<file path="config.mk">
export PLATFORM = sky130hd
export DESIGN_NAME = hier_leaf_fifo
export DESIGN_NICKNAME = d
export VERILOG_FILES = /design/src/rtl/hier_leaf_fifo.sv
export SDC_FILE = /design/constraint.sdc
export NUM_CORES = 1
export LEC_CHECK = 0
export BUFFER_PORTS_ARGS = -buffer_cell sky130_fd_sc_hd__clkbuf_2
export CORE_MARGIN = 2
export CORE_UTILIZATION = 54
export CTS_BUF_LIST = sky130_fd_sc_hd__clkbuf_4 sky130_fd_sc_hd__clkbuf_8 sky130_fd_sc_hd__clkbuf_16
export DETAILED_ROUTE_END_ITERATION = 12
export PLACE_DENSITY = 0.79
export SLEW_MARGIN = 40
export SYNTH_ARGS = -nofsm -noshare
export SYNTH_HDL_FRONTEND = slang
export SYNTH_SLANG_ARGS = --single-unit
</file>
<file path="constraint.sdc">
create_clock -name clk -period 2.3 [get_ports clk]
set_input_delay 0.115 -clock clk [delete_from_list [all_inputs] [get_ports clk]]
set_output_delay 0.115 -clock clk [all_outputs]
set_load 0.02 [all_outputs]
</file>
<file path="src/rtl/hier_leaf_fifo.sv">
// Leaf streaming buffer: small first-word-fall-through FIFO between sibling
// leaf instances, with occupancy count and full/empty flags.
module hier_leaf_fifo #(
  parameter  int WIDTH = 8,
  parameter  int DEPTH = 4,
  localparam int CNT_W = $clog2(DEPTH) + 1,
  localparam int AW    = $clog2(DEPTH)
) (
  input  logic             clk,
  input  logic             rst_n,
  input  logic             i_flush,
  input  logic             i_in_valid,
  output logic             o_in_ready,
  input  logic [WIDTH-1:0] i_in_data,
  output logic             o_out_valid,
  input  logic             i_out_ready,
  output logic [WIDTH-1:0] o_out_data,
  output logic [CNT_W-1:0] o_count,
  output logic             o_full,
  output logic             o_empty
);

  logic [WIDTH-1:0] r_mem [DEPTH];
  logic [AW-1:0]    r_wr_ptr;
  logic [AW-1:0]    r_rd_ptr;
  logic [CNT_W-1:0] r_count;

  logic w_full;
  logic w_empty;
  logic w_wr;
  logic w_rd;
  logic w_clear;

  assign w_full  = (r_count == CNT_W'(DEPTH));
  assign w_empty = (r_count == '0);
  assign w_clear = !rst_n || i_flush;

  // Ready comes only from registered state, so no valid->ready path upstream.
  assign o_in_ready  = rst_n && !w_full;
  assign o_out_valid = !w_empty;
  assign o_out_data  = w_empty ? '0 : r_mem[r_rd_ptr];
  assign o_count     = r_count;
  assign o_full      = w_full;
  assign o_empty     = w_empty;

  assign w_wr = i_in_valid && o_in_ready;
  assign w_rd = o_out_valid && i_out_ready;

  // Storage is never cleared; flush/reset just rewinds pointers and count.
  always_ff @(posedge clk) begin
    if (w_wr && !w_clear) begin
      r_mem[r_wr_ptr] <= i_in_data;
    end
  end

  always_ff @(posedge clk) begin
    if (w_clear) begin
      r_wr_ptr <= '0;
      r_rd_ptr <= '0;
      r_count  <= '0;
    end else begin
      if (w_wr) begin
        r_wr_ptr <= r_wr_ptr + 1'b1;
      end
      if (w_rd) begin
        r_rd_ptr <= r_rd_ptr + 1'b1;
      end
      if (w_wr && !w_rd) begin
        r_count <= r_count + 1'b1;
      end else if (w_rd && !w_wr) begin
        r_count <= r_count - 1'b1;
      end
    end
  end

endmodule

</file>
Word level (Yosys, flattened, before mapping)
Memories as Yosys holds them, arrays and structs flattened. A register that Yosys moved wholly into a read port is not among the register bits.
Index checks and enable logic that the tools add are counted.
Widths: inputs -> output; s select.
{ "op_classes": {"n_addsub": 4, "eq_ne": 1, "n_mux": 7, "reduce_logical": 15} }
{ "ops": {"columns": ["op", "n"], "rows": [
  ["$mux 8", 1],
  ["$logic_and 1x1->1", 6],
  ["$logic_not 1->1", 6],
  ["$mux 3", 2],
  ["$add 2x1->2 const B", 2],
  ["$mux 2", 2],
  ["$add 3x1->3 const B", 1],
  ["$eq 3x3->1 const B", 1],
  ["$logic_not 3->1", 1],
  ["$sub 3x1->3 const B", 1],
  ["$mux 1", 2],
  ["$reduce_bool 2->1", 1],
  ["$logic_or 1x1->1", 1]
]} }
{ "totals": {"regBits": 7, "ramBits": 32, "in_bits": 13, "output_inout_bits": 15, "word_cells": 31, "mem_count": 1} }
{ "memory_table": {"columns": ["memory", "words", "word_bits", "read_ports", "rd_ports_with_merged_regs", "wr", "line", "source"], "rows": [
  ["r_mem", 4, 8, 1, 1, 1, "23", "logic [WIDTH-1:0] r_mem [DEPTH];"]
]} }

Depth between registers and ports, before layout
Gate-level depths: netlist (run 1).
{ "depth": {"word_depth": 8, "depth_mapped": 8, "depth_no_buf": 8} }

Worst setup path after synthesis (run 1)
No wires, ideal clock.
{ "synth_path": {"kind": "register -> register", "startpoint": "reg r_count[2], in the netlist o_count[2]", "endpoint": "reg r_count[2], in the netlist o_count[2]", "setup_time_ns": 0.070, "arrival_ns": 2.079, "required_time_ns": 2.230, "slack_ns": 0.152, "stages_incl_launch_ff": 9, "path_buffers": 0, "period_less_slack_ns": 2.148, "path_cell_list": "dfxtp_1 nor3b_2 nor2_1 ha_1 inv_1 fa_1 xor2_1 or3_1 a21oi_1"} }
{ "synth_between": {"elab_chain_cells": 7, "elab_cells_between_ends": 16, "cone_classes": "2 x add/sub; 1 x eq/ne; 2 x mux; 11 x reduce/logical"} }
{ "synth_rtl": {"columns": ["item", "line", "source"], "rows": [
  ["start: declaration", "26", "logic [CNT_W-1:0] r_count;"],
  ["start signal: assignment", "69", "r_count <= r_count + 1'b1;"],
  ["start signal: assignment", "71", "r_count <= r_count - 1'b1;"],
  ["$eq 3x3->1 *", "34", "assign w_full = (r_count == CNT_W'(DEPTH));"],
  ["via o_full", "19", "output logic o_full,"],
  ["$logic_not 1->1 *", "39", "assign o_in_ready = rst_n && !w_full;"],
  ["$logic_and 1x1->1 *", "39", null],
  ["$logic_and 1x1->1 *", "46", "assign w_wr = i_in_valid && o_in_ready;"],
  ["via w_wr", "30", "logic w_wr;"],
  ["$logic_not 1->1", "70", "end else if (w_rd && !w_wr) begin"],
  ["$logic_and 1x1->1", "70", null],
  ["$reduce_bool 2->1 (no line)", null, null]
]} }
The timed path passes the listed nets; every way through them passes the cells marked *. The select of a mux whose other input is x is not followed.
A chain may end at the register's enable or synchronous reset.

Final worst setup path (run 1)
{ "layout_path": {"startpoint": "reg r_count[0], in the netlist o_count[0]", "endpoint": "reg r_count[2], in the netlist o_count[2]"} }
{ "layout_between": {"elab_chain_cells": 7, "elab_cells_between_ends": 16, "cone_classes": "2 x add/sub; 1 x eq/ne; 2 x mux; 11 x reduce/logical"} }
{ "layout_rtl": {"columns": ["item", "line"], "rows": [
  ["$eq 3x3->1 *", "34"],
  ["$logic_not 1->1 *", "39"],
  ["$logic_and 1x1->1 *", "39"],
  ["$logic_and 1x1->1 *", "46"],
  ["via w_wr", "30"],
  ["$logic_not 1->1", "70"],
  ["$logic_and 1x1->1", "70"],
  ["$reduce_bool 2->1 (no line)", null]
]} }
Marked as above.

==> results of run 1 <==
power groups by stage:
stage	Combinational (W)	Sequential, W	Clock (W)
after floorplan	0.000107	0.000839	0
after global placement	0.000163	0.000838	0
after detailed placement	0.000168	0.000840	0
after CTS	0.000180	0.000823	0.000379
after global routing	0.000195	0.000825	0.000403
final	0.000178	0.000823	0.000370
flip-flops by register name (all words and copies together) (netlist names), named ones only:
signal and cells:
o_count 3, r_mem 32, r_rd_ptr 2, r_wr_ptr 2
repair_timing:
action | CTS | global route
setup endpoints to repair | 0 | 1
hold buffers | 8 | 0
hold endpoints to repair | 32 | 0
gates resized for setup | 0 | 1
worst max-delay path: stages (launching register included):
cell and delay [ns]:
dfxtp_1 0.50, nor3b_2 0.14, nor2_1 0.17, ha_1 0.21
inv_1 0.07, fa_1 0.37, xor2_1 0.15, or3_1 0.31
a21oi_1 0.13
per-layer routing:
metal  wire length [um]  track usage  part of all wire
met3                129       0.0411             0.046
met5                  0            0                 0
met2               1460        0.303              0.52
met4                 68        0.114             0.024
met1               1170        0.222              0.41
area by class of cell:
type	count	area (sq um)	area share
clock buffers	8	60.1	0.0301
inverters	4	15.0	0.00752
multi-input cells	54	515	0.258
flip-flops and latches	41	1140	0.572
well taps	33	41.3	0.0207
repair buffers	36	223	0.112
cell usage in the layout (no fill, tap or decap), types with 4 or more instances in the layout:
cell           synthesis  layout
and2_1                 4       4
clkbuf_2               0      27
clkbuf_4               0       8
dfxtp_1                9       9
dlygate4sd3_1          0       8
edfxtp_1              32      32
ha_1                   5       5
inv_1                  4       4
mux4_2                 8       8
nor2_1                 5       5
nor2b_1                8       8
worst max path at each step:
stage	cells after the start	endpoint	start
3_3_place_gp	7	o_count[2]$_SDFFE_PP0P_	o_count[0]$_SDFFE_PP0P_
4_1_cts	7	o_count[2]$_SDFFE_PP0P_	o_count[0]$_SDFFE_PP0P_
5_1_grt	8	o_count[2]$_SDFFE_PP0P_	o_count[0]$_SDFFE_PP0P_
6_report	8	o_count[2]$_SDFFE_PP0P_	o_count[0]$_SDFFE_PP0P_
2_1_floorplan	8	o_count[2]$_SDFFE_PP0P_	o_count[2]$_SDFFE_PP0P_
3_5_place_dp	7	o_count[2]$_SDFFE_PP0P_	o_count[0]$_SDFFE_PP0P_
kinds of logic (layout without fill, tap and decap cells):
group / after synthesis / after routing
fa+ha+maj: 6 / 6
flops: 41 / 41
mux: 9 / 9
compound gates: 8 / 8
simple gates: 28 / 28
xor+xnor: 3 / 3
buf+inv: 8 / 48
stage by stage:
step                setup WS, ns  hold WS, ns  cell area (sq um)  instances
floorplan                  0.152        0.214               1690        103
global placement           0.252        0.330               1850        160
detailed placement         0.134        0.337               1850        160
CTS                        0.118        0.135               1990        176
global route              0.0461        0.141               2000        176
finish                     0.187        0.129               2000        176
==> impl_results.md, run 1 <==
* Status: complete, no violations
* Global-route wire length before repair at 4500 um
* Antenna violations before repair at 0
* Post-Syn Area at 1690 sq um
* Post-layout minimum cycle time at 2.11 ns
* Area growth syn-to-layout at 18.4%
* Synthesized area per cell at 16.4 sq um
* Vertical die dimension at 59.9 um
* All-layer global routing usage at 0.185
* Complex-gate fraction of the synthesized area at 0.0267
* Most instantiated flip-flop cell in the synthesis netlist: edfxtp_1
* Count leader, synth: edfxtp_1
* Placeable core area at 3000 sq um
* Worst Path Max Fanout at 7
* Maximum vdd ir drop at 0.000381 V
* PD cells at 687 nW/um^2
* DRC errors left at 0
* Net Sw Frac at 0.240
* Effective utilization at floorplan at 0.561
* Top-area cell type share of the netlist area at 0.570
* Critical path data arrival time at 2.40 ns
* Worst Path Required at 2.59 ns
* DR WL/cell at 16.1 um
* DRC violation total after the first TritonRoute iteration at 42
* Cells after Synth at 103
* Element type at the critical path end: register
* Clock Sinks at 41
* Sink of the worst hold path: r_rd_ptr[0]$_SDFFE_PP0P_
* Final count of hold timing violations at 0
* Combinational family with the most area after synthesis: multiplexers
* Path depth of the worst reg2reg path at 8
* Synthesized net count at 122
* Sum of negative setup slack at 0 ns
* Fraction of final layout cells sized beyond drive strength 1 at 0.322
* Internal power component at 0.00104 W
* Reg2Reg Launch Point: o_count[0]$_SDFFE_PP0P_
* Maxcap violations at 0
* Total grt overflow at 0
* Seq pwr share at 0.600
* Root buffer selected by CTS: clkbuf_4
* Synthesis warning total at 0
* Sequential area share after synthesis at 0.677
* Simple logic cell fraction of the synthesized area at 0.0987
* Top-level I/O count at 28
* Filler cell count at 217
* Reg-to-reg setup timing slack at 0.19 ns
* Element type at the critical path start: register
* Final Routed Wirelength at 2830 um
* Number of global-route vias before repair at 1,003
* Net total in the final layout at 161
* Number of library cell types mapped by synthesis at 23
* Main area contributors after synthesis: edfxtp_1, dfxtp_1, mux4_2, ha_1, nor2b_1
* Setup bufs post-CTS at 0
* Post-layout utilization of the core at 0.665
* Number of enable flip-flop cells after synthesis at 32
* Highest clock rate at 473 MHz
* Fraction of registers with async set or reset after synthesis at 0
* Post-route ant nets at 0
* Cell type with the highest aggregate area in the netlist: edfxtp_1
* Drt via density at 5.44
* Power dissipated by switching net loads at 0.000329 W
* Slew at the pin closest to its max-slew limit at 0.554 ns
* Antenna diode instance count at 0
* Worst slew slack as a fraction of its limit at 0.630
* # setup viols final at 0
* Clock share of power at 0.270
* Final critical-path share of the clock period at 0.919
* Combinational share of power at 0.130
* Count of final max-slew check failures at 0
* Later-pin clock latency in the skew report at 0.35 ns
* Post-route total power at 0.00137 W
* Type of the most critical hold path: input port to register
* Maximum buffer depth of the clock tree at 2
* Clock-pin slew reported for the worst setup and hold paths after clock tree synthesis at 0.11 ns
* CTS tree: done
* Detailed-routing iteration count for the pre-antenna-repair pass at 4
* R2R Path End: o_count[2]$_SDFFE_PP0P_
* TritonCTS buffer count at 5
* Max Clock Skew at 0.00743 ns
* Post-Synth Adder-Cell Area at 0.0490
* Top post-synthesis cells by count: edfxtp_1, dfxtp_1, mux4_2, nor2b_1
* Die width at 59.9 um
* Multiplexer fraction of the synthesized cell area at 0.113
* Kind of critical path: register to register
* Critical hold path startpoint: i_out_ready
* Htree depth at 2
* Setup repair after global routing missed its margin: false
* Hold Path Depth at 4
* IO buf count at 27
* Standby leakage power at 0.742 nW
* Largest net degree at the start of global routing at 13
* RePlAce Congestion at 0.686
* Number of synthesized register bits at 41
* Parity-gate share of the synthesized area counting xor and xnor cells at 0.0156
* Die Area at 3580 sq um
* Rows at 20
* Total number of vias at 957
Power figures use the tool's default switching activity.
==> inputs of run 2 (changes only) <==
Settings changed: CTS_BUF_LIST sky130_fd_sc_hd__clkbuf_4 sky130_fd_sc_hd__clkbuf_8 sky130_fd_sc_hd__clkbuf_16 to sky130_fd_sc_hd__clkbuf_8 sky130_fd_sc_hd__clkbuf_16, SETUP_SLACK_MARGIN set to 0.4.
==> run 2 against run 1 <==
- non-clock buffer count decreased by 5
- clock skew fell by 0.0044 ns
- count of clock-buffer cells in the layout shrank 1
- sequential cell count is the same
- cell count decreased by 2.8%
- critical path depth down 1
- clock power grew 35%
- critical path type unchanged
- critical endpoint unchanged
- die area did not move
- cell area grew 0.94%
==> impl_results.md, run 2 (same netlist as run 1, synthesis figures left out) <==
* R2R Path End: o_count[2]$_SDFFE_PP0P_
* M1 wire length at 1120 um (-4.7%)
* Critical path data arrival time at 2.16 ns (-0.24 ns)
* Final Routed Wirelength at 2720 um (-3.9%)
* Inst Count DP at 160 (unchanged)
* Source of the critical timing path: o_count[0]$_SDFFE_PP0P_
* Slowest cell on the critical path: dfxtp_4
* Reg2Reg Launch Point: o_count[0]$_SDFFE_PP0P_
* Top-level I/O count at 28 (unchanged)
* Fraction of final layout cells sized beyond drive strength 1 at 0.406 (+0.0841)
* Kind of critical path: register to register
* Sequential Area at 1150 sq um (+1.1%)
* WL met2 at 1440 um (-1.4%)
* Maxcap violations at 0 (unchanged)
* Clock-pin slew reported for the worst setup and hold paths after clock tree synthesis at 0.07 ns (-0.04 ns)
* Post-layout minimum cycle time at 1.95 ns (-0.167 ns)
* Worst slew slack as a fraction of its limit at 0.715 (+0.0844)
* Sink of the worst hold path: r_mem[1][4]$_DFFE_PP_
* Area growth syn-to-layout at 19.5%
* Path depth of the worst reg2reg path at 7 (-1)
* Number of global-route vias before repair at 891 (-11%)
* Setup repair after global routing missed its margin: true
* Critical hold path startpoint: i_in_data[4]
* Root buffer selected by CTS: clkbuf_8
* Die Area at 3580 sq um (unchanged)
* Die width at 59.9 um (unchanged)
* Total number of vias at 918 (-4.1%)
* Hold Buf Count CTS at 0 (-8)
* Top sig layer: met4
* Type of the most critical hold path: input port to register
* Worst setup slack after placement at 0.292 ns (+0.158 ns)
* Ordered list of cells on the worst path: o31ai_4 -> ha_2 -> inv_1 -> fa_2 -> xor2_1 -> or3_1 -> a21oi_1
* Hold Path Depth at 1 (-3)
* Highest clock rate at 514 MHz (+8.6%)
* DR WL/cell at 15.9 um (-1.1%)
* Worst Path Max Fanout at 5 (-2)
* Standby leakage power at 0.740 nW (-0.30%)
* Most common cell after layout, fill and taps aside: edfxtp_1
* Slew at the pin closest to its max-slew limit at 0.428 ns (-0.126 ns)
* Global-route wire length before repair at 4130 um (-8.3%)
* Post-route total power at 0.00150 W (+9.7%)
* Sum of negative setup slack at 0 ns (unchanged)
* Element type at the critical path end: register
* Total grt overflow at 0 (unchanged)
* Reg-to-reg setup timing slack at 0.35 ns (+0.17 ns)
* Status: complete, no violations
* Worst path setup slack after routing at 0.354 ns (+0.167 ns)
* Final count of hold timing violations at 0 (unchanged)
* Max Clock Skew at 0.00300 ns (-0.00443 ns)
* Filler cell count at 222 (+2.3%)
* # setup viols final at 0 (unchanged)
* Effective utilization at floorplan at 0.561 (unchanged)
* Antenna violations before repair at 0 (unchanged)
* Clock Sinks at 41 (unchanged)
* Element type at the critical path start: register
* Largest register by flop count: r_mem
* Max reg flops at 32 (unchanged)
* Commonest non-fill, non-tap cells in the layout: edfxtp_1, clkbuf_2, mux4_2, nor2b_1, clkbuf_8
* Worst Path Required at 2.51 ns (-0.08 ns)
* Later-pin clock latency in the skew report at 0.28 ns (-0.07 ns)
* Largest net degree at the start of global routing at 13 (unchanged)
* DRC violation total after the first TritonRoute iteration at 39 (-7.1%)
* Drt via density at 5.37 (-1.3%)
* Placeable core area at 3000 sq um (unchanged)
* Maximum buffer depth of the clock tree at 2 (unchanged)
* Count of final max-slew check failures at 0 (unchanged)
* TritonCTS buffer count at 5 (unchanged)
* Post-route ant nets at 0 (unchanged)
* DRC errors left at 0 (unchanged)
* Post-route worst hold slack at 0.0475 ns (-0.0820 ns)
* Met3 routed WL at 120 um (-7.0%)
* Htree depth at 2 (unchanged)
* Placed wire-length estimate at 1960 um
* Detailed-routing iteration count for the pre-antenna-repair pass at 4 (unchanged)
* Non-Filler Instances at 171 (-2.8%)
* PD cells at 747 nW/um^2 (+8.7%)
* RePlAce Congestion at 0.703 (+2.5%)
* CTS tree: done
* Antenna diode instance count at 0 (unchanged)
* Net total in the final layout at 156 (-3.1%)
* Multi-input gate area at 538 sq um (+4.4%)
* IO buf count at 27 (unchanged)
* Maximum vdd ir drop at 0.000386 V (+1.3%)
* All-layer global routing usage at 0.172 (-0.0126)
* Largest stage delay on the critical path at 0.38 ns (-0.12 ns)
* Rows at 20 (unchanged)
* Vertical die dimension at 59.9 um (unchanged)
* Final critical-path share of the clock period at 0.846 (-0.0724)
-- run 2: changes by cell type in the layout (fill, tap and decap cells not counted), sizes merged --
cell / change
buf: +3
clkbuf: -1
clkinv: +1
dlygate4sd3: -8
-- run 2: worst max path at each step --
stage | to | slack, ns
floorplan | o_count[2]$_SDFFE_PP0P_ | 0.40
global placement | o_count[2]$_SDFFE_PP0P_ | 0.41
detailed placement | o_count[2]$_SDFFE_PP0P_ | 0.29
CTS | o_count[2]$_SDFFE_PP0P_ | 0.32
global route | o_count[2]$_SDFFE_PP0P_ | 0.29
finish | o_count[2]$_SDFFE_PP0P_ | 0.35
-- run 2: final cells by class --
class                      count  share of cell area
sequential                    41               0.573
multi-input combinational     54               0.267
inverter                       4             0.00745
timing repair buffer          31              0.0820
clock inverter                 1             0.00248
tap                           33              0.0205
clock buffer                   7              0.0478
-- run 2: report_power, final --
| group | internal [W] | switching (W) | leakage [nW] |
|---|---|---|---|
| Combinational | 0.0000767 | 0.000103 | 0.321 |
| Clock | 0.000271 | 0.000228 | 0.0542 |
| Sequential | 0.000809 | 0.0000158 | 0.365 |
-- run 2: per-stage QoR --
stage                     area, sq um  utilization
final                            2010        0.671
after global routing             2010        0.671
after CTS                        2010        0.668
after detailed placement         1890        0.628
after global placement           1890        0.628
after floorplan                  1720            -
-- run 2: critical path: cells and delay by family (launching register included) --
family                     cells  cell delay, ns
buffers and inverters          1            0.05
DFF                            1            0.38
xor gates and xnor gates       1            0.15
adders and majority gates      2            0.56
and+or+nand+nor                1            0.33
AOI/OAI and AO/OA              2            0.40
-- run 2: layer usage --
| layer | global-route usage | vias to the layer above |
|---|---|---|
| met2 | 0.287 | 24 |
| met1 | 0.195 | 438 |
| li1 | - | 451 |
| met4 | 0.0667 | 0 |
| met3 | 0.0758 | 5 |
| met5 | 0 | - |
-- run 2: repair_timing --
action | CTS | global route
buffers inserted | 2 | 1
pin swaps | 2 | 3
endpoints found under the hold margin | 0 | 0
gates resized for setup | 2 | 0
endpoints found under the setup margin | 9 | 1
==> inputs of run 3 (changes only) <==
Clock period 2.3 ns to 2 ns, I/O delays scaled along.
==> run 3 against run 2 <==
- register-to-register slack got worse by 0.28 ns
- routed wire length grew 16%
- count of clock-buffer cells in the layout shrank 1
- sequential share of layout area is 5.7 points lower
- fmax increased by 0.94%
- critical path type unchanged
==> impl_results.md, run 3 (same netlist as run 1, synthesis figures left out) <==
* Status: complete, no violations
* Detailed-routing iteration count for the pre-antenna-repair pass at 4 (unchanged)
* Element type at the critical path start: register
* Most common cell after layout, fill and taps aside: edfxtp_1
* Critical hold path startpoint: i_in_data[1]
* Largest register by flop count: r_mem
* Max Clock Skew at 0.00657 ns (+0.00357 ns)
* # setup viols final at 0 (unchanged)
* CTS tree: done
* Post-layout minimum cycle time at 1.93 ns (-0.0182 ns)
* Hold Buf Count CTS at 0 (unchanged)
* Clock share of power at 0.343 (+0.011)
* Reg2Reg Launch Point: o_count[1]$_SDFFE_PP0P_
* Total number of vias at 986 (+7.4%)
* Final count of hold timing violations at 0 (unchanged)
* Setup repair after global routing missed its margin: true
* Die width at 59.9 um (unchanged)
* Hold Path Depth at 1 (unchanged)
* Highest clock rate at 519 MHz (+0.94%)
* Source of the critical timing path: o_count[1]$_SDFFE_PP0P_
* Net Sw Frac at 0.224 (-0.00661)
* Placed wire-length estimate at 1900 um (-3.2%)
* Clock-pin slew reported for the worst setup and hold paths after clock tree synthesis at 0.07 ns (about the same)
* Area growth syn-to-layout at 32.7%
* Kind of critical path: register to register
* R2R Path End: o_count[2]$_SDFFE_PP0P_
* Critical path data arrival time at 2.14 ns (-0.02 ns)
* DR WL/cell at 17.6 um (+11%)
* Post-route worst hold slack at 0.0418 ns (-0.00566 ns)
* Sum of negative setup slack at 0 ns (unchanged)
* DRC violation total after the first TritonRoute iteration at 29 (-26%)
* Global-route wire length before repair at 4400 um (+6.7%)
* Standby leakage power at 0.850 nW (+15%)
* Fraction of final layout cells sized beyond drive strength 1 at 0.521 (+0.115)
* Effective utilization at floorplan at 0.561 (unchanged)
* Die Area at 3580 sq um (unchanged)
* IO buf count at 27 (unchanged)
* Post-route ant nets at 0 (unchanged)
* Worst Path Required at 2.21 ns (-0.30 ns)
* Total grt overflow at 0 (unchanged)
* Antenna violations before repair at 0 (unchanged)
* All-layer global routing usage at 0.180 (+0.00782)
* Seq pwr share at 0.492 (-0.056)
* Combinational share of power at 0.165 (+0.045)
* Antenna diode instance count at 0 (unchanged)
* Maxcap violations at 0 (unchanged)
* Net total in the final layout at 164 (+5.1%)
* Root buffer selected by CTS: clkbuf_8
* Worst setup endpoint: o_count[2]$_SDFFE_PP0P_
* Path depth of the worst reg2reg path at 7 (unchanged)
* PD cells at 858 nW/um^2 (+15%)
* Maximum vdd ir drop at 0.000558 V (+45%)
* Max reg flops at 32 (unchanged)
* DRC errors left at 0 (unchanged)
* Rows at 20 (unchanged)
* Largest net degree at the start of global routing at 13 (unchanged)
* Element type at the critical path end: register
* Commonest non-fill, non-tap cells in the layout: edfxtp_1, clkbuf_2, buf_4
* Power dissipated by switching net loads at 0.000431 W (+24%)
* Clock Sinks at 41 (unchanged)
* Final Routed Wirelength at 3150 um (+16%)
* Worst Path Max Fanout at 4 (-1)
* Top-level I/O count at 28 (unchanged)
* Count of final max-slew check failures at 0 (unchanged)
* Worst slew slack as a fraction of its limit at 0.747 (+0.0321)
* Placeable core area at 3000 sq um (unchanged)
* RePlAce Congestion at 0.704 (about the same)
* Type of the most critical hold path: input port to register
* Vertical die dimension at 59.9 um (unchanged)
* Htree depth at 2 (unchanged)
* Number of global-route vias before repair at 976 (+9.5%)
* Internal power component at 0.00149 W (+29%)
* Later-pin clock latency in the skew report at 0.28 ns (about the same)
* TritonCTS buffer count at 5 (unchanged)
* Reg-to-reg setup timing slack at 0.07 ns (-0.28 ns)
* Slew at the pin closest to its max-slew limit at 0.379 ns (-0.0486 ns)
* Drt via density at 5.51 (+2.6%)
* Maximum buffer depth of the clock tree at 2 (unchanged)
* Final critical-path share of the clock period at 0.964 (+0.118)
run 3: cell count changes in the layout (fill, tap and decap cells not counted), sizes merged:
| cell | before | now |
|---|---|---|
| inv | 4 | 5 |
| clkinv | 1 | 0 |
| bufinv | 0 | 1 |
| buf | 4 | 22 |
| clkbuf | 34 | 23 |
run 3: stage by stage:
| stage | worst slack (ns) | power [W] | utilization | cell area (sq um) | std cells |
|---|---|---|---|---|---|
| after floorplan | 0.125 | 0.00110 | - | 1720 | 103 |
| after global placement | 0.129 | 0.00116 | 0.631 | 1890 | 161 |
| after detailed placement | 0.0410 | 0.00117 | 0.631 | 1890 | 161 |
| after CTS | 0.0963 | 0.00184 | 0.686 | 2060 | 173 |
| after global routing | -0.00293 | 0.00199 | 0.745 | 2240 | 179 |
| final | 0.0720 | 0.00192 | 0.745 | 2240 | 179 |
run 3: power by group through the flow:
stage | logic, W | registers (W) | clock network (W)
finish | 0.000316 | 0.000944 | 0.000659
global route | 0.000339 | 0.000945 | 0.000705
CTS | 0.000220 | 0.000945 | 0.000670
detailed placement | 0.000206 | 0.000965 | 0
global placement | 0.000198 | 0.000963 | 0
floorplan | 0.000129 | 0.000968 | 0
run 3: how the worst min path moves through the flow:
stage | end | slack [ns]
6_report | r_mem[2][1]$_DFFE_PP_ | 0.04
2_1_floorplan | r_mem[0][0]$_DFFE_PP_ | 0.20
5_1_grt | r_mem[2][6]$_DFFE_PP_ | 0.03
4_1_cts | r_mem[3][0]$_DFFE_PP_ | 0.03
3_3_place_gp | r_mem[1][1]$_DFFE_PP_ | 0.31
3_5_place_dp | r_mem[3][1]$_DFFE_PP_ | 0.33
run 3: worst max-delay path, stage by stage (launching register included):
cell and delay [ns]:
dfxtp_4 0.37, o31ai_4 0.27, ha_2 0.24, inv_2 0.04
fa_2 0.33, xor2_1 0.16, or3_1 0.32, a21oi_1 0.12
run 3: what timing repair did:
| item | 4_1_cts | 5_1_grt |
|---|---|---|
| setup buffers | 4 | 5 |
| pin swaps | 2 | 2 |
| endpoints found under the setup margin | 42 | 42 |
| gates cloned | 0 | 1 |
| gates resized for setup | 9 | 51 |
run 3: layout make-up:
type | count | area, sq um
flip-flops and latches | 41 | 1150
clock buffers | 6 | 82.6
well taps | 33 | 41.3
repair buffers | 39 | 300
inverters | 4 | 15.0
fillers | 172 | 767
multi-input cells | 54 | 609
clock inverters | 2 | 33.8
run 3: routing by layer:
layer,global-route usage,routed length (um),up-vias,share of wire
met3,0.0736,185,4,0.059
met5,0,0,-,0
met1,0.211,1290,475,0.41
li1,-,-,465,-
met4,0.0667,39,0,0.012
met2,0.298,1630,42,0.52
